===== config.mk =====
export PLATFORM = sky130hd
export DESIGN_NAME = serial_frame_rx_4b
export DESIGN_NICKNAME = d
export VERILOG_FILES = /design/src/rtl/serial_frame_rx_4b.sv
export SDC_FILE = /design/constraint.sdc
export NUM_CORES = 1
export LEC_CHECK = 0
export CORE_MARGIN = 2
export CORE_UTILIZATION = 43
export CTS_BUF_LIST = sky130_fd_sc_hd__clkbuf_16
export DETAILED_ROUTE_END_ITERATION = 10
export PLACE_DENSITY = 0.71
export SLEW_MARGIN = 15
export SYNTH_ARGS = -nofsm -noshare
export SYNTH_HDL_FRONTEND = slang
export SYNTH_SLANG_ARGS = --single-unit

===== constraint.sdc =====
create_clock -name clk -period 1.33 [get_ports clk]
set_input_delay 0.133 -clock clk [delete_from_list [all_inputs] [get_ports clk]]
set_output_delay 0.133 -clock clk [all_outputs]
set_load 0.005 [all_outputs]

===== src/rtl/serial_frame_rx_4b.sv =====
// serial_frame_rx_4b: start/stop framed serial receiver with one-entry valid/ready holding register
module serial_frame_rx_4b #(
    parameter int DATA_W = 4,
    parameter bit LSB_FIRST = 1'b1
) (
    input  logic              clk,
    input  logic              rst,
    input  logic              sin,
    input  logic              bit_en,
    input  logic              ready,
    input  logic              clr_err,
    output logic [DATA_W-1:0] data,
    output logic              valid,
    output logic              frm_err,
    output logic              ovr_err,
    output logic              busy
);
    typedef enum logic [1:0] {IDLE, DATA, STOP} state_t;
    state_t state;
    logic [2:0] cnt;
    logic [DATA_W-1:0] sh, sh_next;
    logic free;
    always_comb begin
        sh_next = LSB_FIRST ? {sin, sh[DATA_W-1:1]} : {sh[DATA_W-2:0], sin};
        free = !valid || ready;
    end
    assign busy = (state != IDLE);
    always_ff @(posedge clk or negedge rst) begin
        if (!rst) begin
            state   <= IDLE;
            cnt     <= '0;
            sh      <= '0;
            data    <= '0;
            valid   <= 1'b0;
            frm_err <= 1'b0;
            ovr_err <= 1'b0;
        end else begin
            frm_err <= 1'b0;
            if (valid && ready) valid <= 1'b0;
            if (clr_err) ovr_err <= 1'b0;
            if (bit_en) begin
                case (state)
                    IDLE: if (!sin) begin
                        state <= DATA;
                        cnt   <= '0;
                    end
                    DATA: begin
                        sh  <= sh_next;
                        cnt <= cnt + 3'd1;
                        if (cnt == 3'(DATA_W-1)) state <= STOP;
                    end
                    STOP: begin
                        state <= IDLE;
                        // a load into a freed register overrides the transfer's clear of valid
                        if (!sin) frm_err <= 1'b1;
                        else if (free) begin
                            data  <= sh;
                            valid <= 1'b1;
                        end else ovr_err <= 1'b1;
                    end
                    default: state <= IDLE;
                endcase
            end
        end
    end
endmodule


Word-level counts from Yosys, hierarchy flattened
Index checks and enable logic that the tools add are counted.
{ "classes": {"addsub": 1, "n_eq_ne": 5, "mux": 18, "n_reduce_logical": 10} }
{ "op_table": {"columns": ["cell", "count"], "rows": [
  ["two-way mux 1 bit", 13],
  ["case mux 3 bit (2 select lines)", 1],
  ["AND reduction 3 bit", 2],
  ["two-way mux 2 bit", 2],
  ["inequality test 2 bit (second input constant)", 2],
  ["case mux 2 bit (2 select lines)", 1],
  ["AND reduction 4 bit", 1],
  ["nonzero test 2 bit", 2],
  ["adder 3 x 1 -> 3 bit (second input constant)", 1],
  ["== test 3 x 2 -> 1 bit (second input constant)", 1],
  ["two-way mux 3 bit", 1],
  ["== test 2 x 1 -> 1 bit (second input constant)", 1],
  ["== test 2 bit (second input constant)", 1],
  ["zero test 2 bit", 1],
  ["AND reduction 2 bit", 1],
  ["logical AND 1 bit", 1],
  ["zero test 1 bit", 1],
  ["logical OR 1 bit", 1]
]} }
{ "totals": {"ff_bits": 16, "inputBits": 6, "output_inout_bits": 8, "wordCells": 41} }

Depth between registers and ports, before layout
{ "depth": {"depth_word": 6, "depth_mapped": 5, "ltp_nobuf": 5} }

Worst setup path before layout
OpenSTA, ideal clock, no wires.
{ "synth_timing": {"path_type": "reg2reg", "start": "register state[0]", "end": "register data[0]", "setup_ps": 125, "arrival_time_ps": 1164, "t_required_ps": 1205, "slack_ps": 40, "path_stages_with_launch": 4, "path_buffers": 0, "synth_period_minus_slack_ps": 1290, "path_cell_list": "dfrtp_1 nand4b_2 nor2b_4 mux2_4"} }
{ "synth_between": {"elab_chain_cells": 2} }
{ "synth_rtl": {"columns": ["element", "line_no", "text"], "rows": [
  ["start: declaration", "19", "state_t state;"],
  ["start signal: assignment", "30", "state <= IDLE;"],
  ["start signal: assignment", "44", "state <= DATA;"],
  ["start signal: assignment", "50", "if (cnt == 3'(DATA_W-1)) state <= STOP;"],
  ["== test 2 bit", "42", "case (state)"],
  ["AND reduction 4 bit (no source line)", null, null],
  ["end signal: assignment", "57", "data <= sh;"],
  ["end: declaration", "12", "output logic [DATA_W-1:0] data,"]
]} }
Every way passes these cells.
A chain may end at the register's enable or synchronous reset.

Worst setup path in the final report
{ "layout_timing": {"start": "register state[0]", "end": "register data[2]"} }
Same word-level chain as after synthesis.

==> run_summary.xml <==
<?xml version="1.0" encoding="UTF-8"?>
<metrics>
  <group name="finish">
    <metric name="layout_common_cells" unit="">sky130_fd_sc_hd__dfrtp_1 (15), sky130_fd_sc_hd__clkdlybuf4s50_1 (12), sky130_fd_sc_hd__mux2_4 (8), sky130_fd_sc_hd__buf_4 (8), sky130_fd_sc_hd__inv_1 (5)</metric>
    <metric name="finalCoreUtilization" unit="%">66.4</metric>
    <metric name="fin_nets" unit="">83</metric>
    <metric name="number_of_diodes_added_for_antenna_fixing" unit="">0</metric>
    <metric name="fillCellCount" unit="">106</metric>
    <metric name="layout_cell_share_with_drive_strength_beyond_1" unit="%">36.5</metric>
    <metric name="syn_to_final_growth" unit="%">41.9</metric>
    <metric name="most_common_cell_after_layout_fill_and_taps_aside" unit="">sky130_fd_sc_hd__dfrtp_1</metric>
    <metric name="final-instance-count-excl-fill" unit="">90</metric>
  </group>
  <group name="synthesis">
    <metric name="synth.yosys.seq_area_share" unit="%">56.1</metric>
    <metric name="syn-cell-area" unit="um^2">713</metric>
    <metric name="synth.area.mux_share" unit="%">18.4</metric>
    <metric name="synth_top_family_by_area" unit="">multiplexers</metric>
    <metric name="post_synth_inst_count" unit="">49</metric>
    <metric name="post_synth_xor_area_fraction" unit="%">0</metric>
    <metric name="adder_cell_share_of_the_synthesized_area" unit="%">3.51</metric>
    <metric name="yosys_register_bits" unit="">16</metric>
    <metric name="synth_simple_gate_area_share" unit="%">10.5</metric>
    <metric name="synth_nets" unit="">57</metric>
    <metric name="synth.distinct_cells" unit="">18</metric>
    <metric name="avgSynthCellArea" unit="um^2">14.6</metric>
    <metric name="yosys_warnings" unit="">0</metric>
    <metric name="synth-compound-area-share" unit="%">7.19</metric>
  </group>
  <group name="floorplan">
    <metric name="io_pins" unit="">14</metric>
    <metric name="rows" unit="">14</metric>
    <metric name="die_area" unit="um^2">2000</metric>
    <metric name="initial_utilization" unit="%">46.8</metric>
    <metric name="chip_width" unit="um">44.7</metric>
    <metric name="die_y" unit="um">44.7</metric>
    <metric name="core_area" unit="um^2">1520</metric>
  </group>
  <group name="detailed_routing">
    <metric name="drt-wirelength-per-cell" unit="um">16.4</metric>
    <metric name="vias" unit="">460</metric>
    <metric name="drt_iter0_drc" unit="">2</metric>
    <metric name="vias_per_cell" unit="">5.11</metric>
    <metric name="dr.pass1.iters" unit="">2</metric>
    <metric name="drc_errors_left" unit="">0</metric>
    <metric name="finalWirelength" unit="mm">1.48</metric>
    <metric name="ant_nets" unit="">0</metric>
  </group>
  <group name="placed_design">
    <metric name="place_worst_setup_slack" unit="ns">-0.184</metric>
    <metric name="place.port_buffers" unit="">13</metric>
    <metric name="place_inst" unit="">82</metric>
    <metric name="routabilityCongestion" unit="">0.773</metric>
    <metric name="post-dp-hpwl" unit="um">884</metric>
  </group>
  <group name="clock_network">
    <metric name="clockBufferDepth" unit="">2</metric>
    <metric name="cts_hold_repair.buffers" unit="">0</metric>
    <metric name="ctsRootBufferMaster" unit="">sky130_fd_sc_hd__clkbuf_16</metric>
    <metric name="h-tree-depth" unit="">1</metric>
    <metric name="clock_tree_from_tritoncts" unit="">yes</metric>
    <metric name="cts-buffers-inserted" unit="">3</metric>
    <metric name="tritoncts_num_sinks" unit="">16</metric>
    <metric name="worst_skew_pair.late_latency" unit="ns">0.24</metric>
    <metric name="clk_pin_slew_worst_paths" unit="ns">0.05</metric>
  </group>
  <group name="power_and_ir_drop">
    <metric name="overall_power_after_layout" unit="W">0.00206</metric>
    <metric name="irDropWorstVdd" unit="uV">1150</metric>
    <metric name="leakage" unit="nW">0.496</metric>
    <metric name="power_per_cell_area" unit="nW/um^2">2030</metric>
  </group>
  <group name="worst_setup_path">
    <metric name="crit_path_start_kind" unit="">flop</metric>
    <metric name="endpoint_kind" unit="">flop</metric>
    <metric name="timing.critical_path.required" unit="ns">1.45</metric>
    <metric name="critPathKind" unit="">flop to flop</metric>
    <metric name="worst-endpoint-arrival" unit="ns">1.41</metric>
    <metric name="worst-path-max-fanout" unit="">4</metric>
  </group>
  <group name="sta">
    <metric name="worst_clock_skew" unit="ns">0.00378</metric>
    <metric name="achievable-frequency" unit="MHz">773</metric>
    <metric name="slew_at_the_pin_with_the_worst_max_slew_slack" unit="ns">0.443</metric>
    <metric name="setup_tns" unit="ns">0</metric>
    <metric name="finalCritPeriodShare" unit="%">97.3</metric>
    <metric name="postLayoutSetupSlackWorst" unit="ns">0.0360</metric>
    <metric name="fin_crit" unit="ns">1.29</metric>
    <metric name="slew_headroom" unit="%">70.1</metric>
    <metric name="finalSetupViolations" unit="">0</metric>
    <metric name="grt_setup_unrepaired" unit="">true</metric>
    <metric name="timing.final.max_slew_violations" unit="">0</metric>
    <metric name="finalHoldViolCount" unit="">0</metric>
  </group>
  <group name="global_routing">
    <metric name="grt_max_degree" unit="">17</metric>
    <metric name="track_usage" unit="%">18.0</metric>
    <metric name="antenna_found_initial" unit="">0</metric>
    <metric name="wire_length_of_the_first_global_routing_pass" unit="mm">2.37</metric>
    <metric name="grt_pass1_vias" unit="">454</metric>
    <metric name="grt-ovfl-total" unit="">0</metric>
  </group>
  <group name="flow_run">
    <metric name="drv.max_cap_violation_count" unit="">0</metric>
  </group>
  <group name="status">
    <metric name="status" unit="">completed</metric>
  </group>
  <group name="min_path">
    <metric name="min-delay-path-class" unit="">input port to asynchronous set/reset pin</metric>
  </group>
</metrics>
[per-stage QoR]
| stage | hold WS [ns] | instance area [um^2] |
|---|---|---|
| floorplan | -0.163 | 713 |
| global placement | 0.470 | 890 |
| detailed placement | 0.469 | 890 |
| CTS | 0.214 | 986 |
| global route | 0.243 | 1010 |
| finish | 0.207 | 1010 |
[flip-flops by register name, summed over array words and instances (netlist names)]
signal	count
state	2
sh	4
data	4
valid	1
ovr_err	1
frm_err	1
cnt	3
[power breakdown]
| part | switching [W] | internal, W | leakage, nW | total (W) |
|---|---|---|---|---|
| combinational | 0.000243 | 0.000452 | 0.253 | 0.000696 |
| clock | 0.000175 | 0.000398 | 0.0385 | 0.000573 |
| sequential | 0.000133 | 0.000654 | 0.205 | 0.000787 |
| total | 0.000551 | 0.00150 | 0.496 | 0.00206 |
[worst max-delay path, cell delays in order (launching register included)]
cell and delay [ns]:
sky130_fd_sc_hd__dfrtp_1 0.41, sky130_fd_sc_hd__nand4b_4 0.21, sky130_fd_sc_hd__nor2b_4 0.22, sky130_fd_sc_hd__mux2_4 0.33
[kinds of logic after synthesis]
| group | Yosys count |
|---|---|
| AOI/OAI and AO/OA | 7 |
| adders and majority gates | 2 |
| buffers and inverters | 6 |
| DFF | 16 |
| muxes | 9 |
| and+or+nand+nor | 9 |
[path summary, 6_finish.rpt]
check	from	end	slack, ns	depth (start not counted)
max	state[0]$_DFFE_PN0P_	data[2]$_DFFE_PN0P_	0.04	3
min	rst	state[0]$_DFFE_PN0P_	0.21	2
max reg2reg	state[0]$_DFFE_PN0P_	data[2]$_DFFE_PN0P_	0.04	3
min reg2reg	data[3]$_DFFE_PN0P_	data[3]$_DFFE_PN0P_	0.51	1
max in group asynchronous	rst	state[1]$_DFFE_PN0P_	0.93	2
min in group clk	clr_err	ovr_err$_DFF_PN0_	0.46	2
[timing repair]
item | in CTS | in global routing
pin swaps | 0 | 1
gates resized for setup | 4 | 2
endpoints found under the setup margin | 2 | 10
setup buffers | 1 | 3
[synthesized netlist by cell type (all sizes together)]
cell type	number	area share [%]
nor2b	2	3.2
buf	1	1.6
ha	2	3.5
o41ai	1	1.2
a22o	3	3.7
nand2	2	1.1
inv	5	2.6
dfrtp	16	56
o22ai	1	0.88
nand2b	1	0.88
nand4b	1	2.1
and2	1	1.2
o21ai	2	1.4
mux2	9	18
nor4b	1	1.2
or2	1	0.88
[per-layer routing]
metal  vias up  global-route usage (%)  part of all wire, %
met5         -                       0                    0
met4         0                    9.09                  1.0
li1        221                       -                    -
met1       228                    22.1                   43
met2         9                    29.3                   52
met3         2                    4.40                  3.5
[area by class of cell]
class	instances	area (um^2)	share of cell area (%)
flip-flops and latches	16	402	39.7
repair buffers	22	201	19.9
multi-input cells	27	292	28.8
well taps	16	20.0	1.98
clock buffers	3	75.1	7.42
clock inverters	1	3.75	0.371
inverters	5	18.8	1.85
No activity file was read; power rests on OpenSTA's default activity.
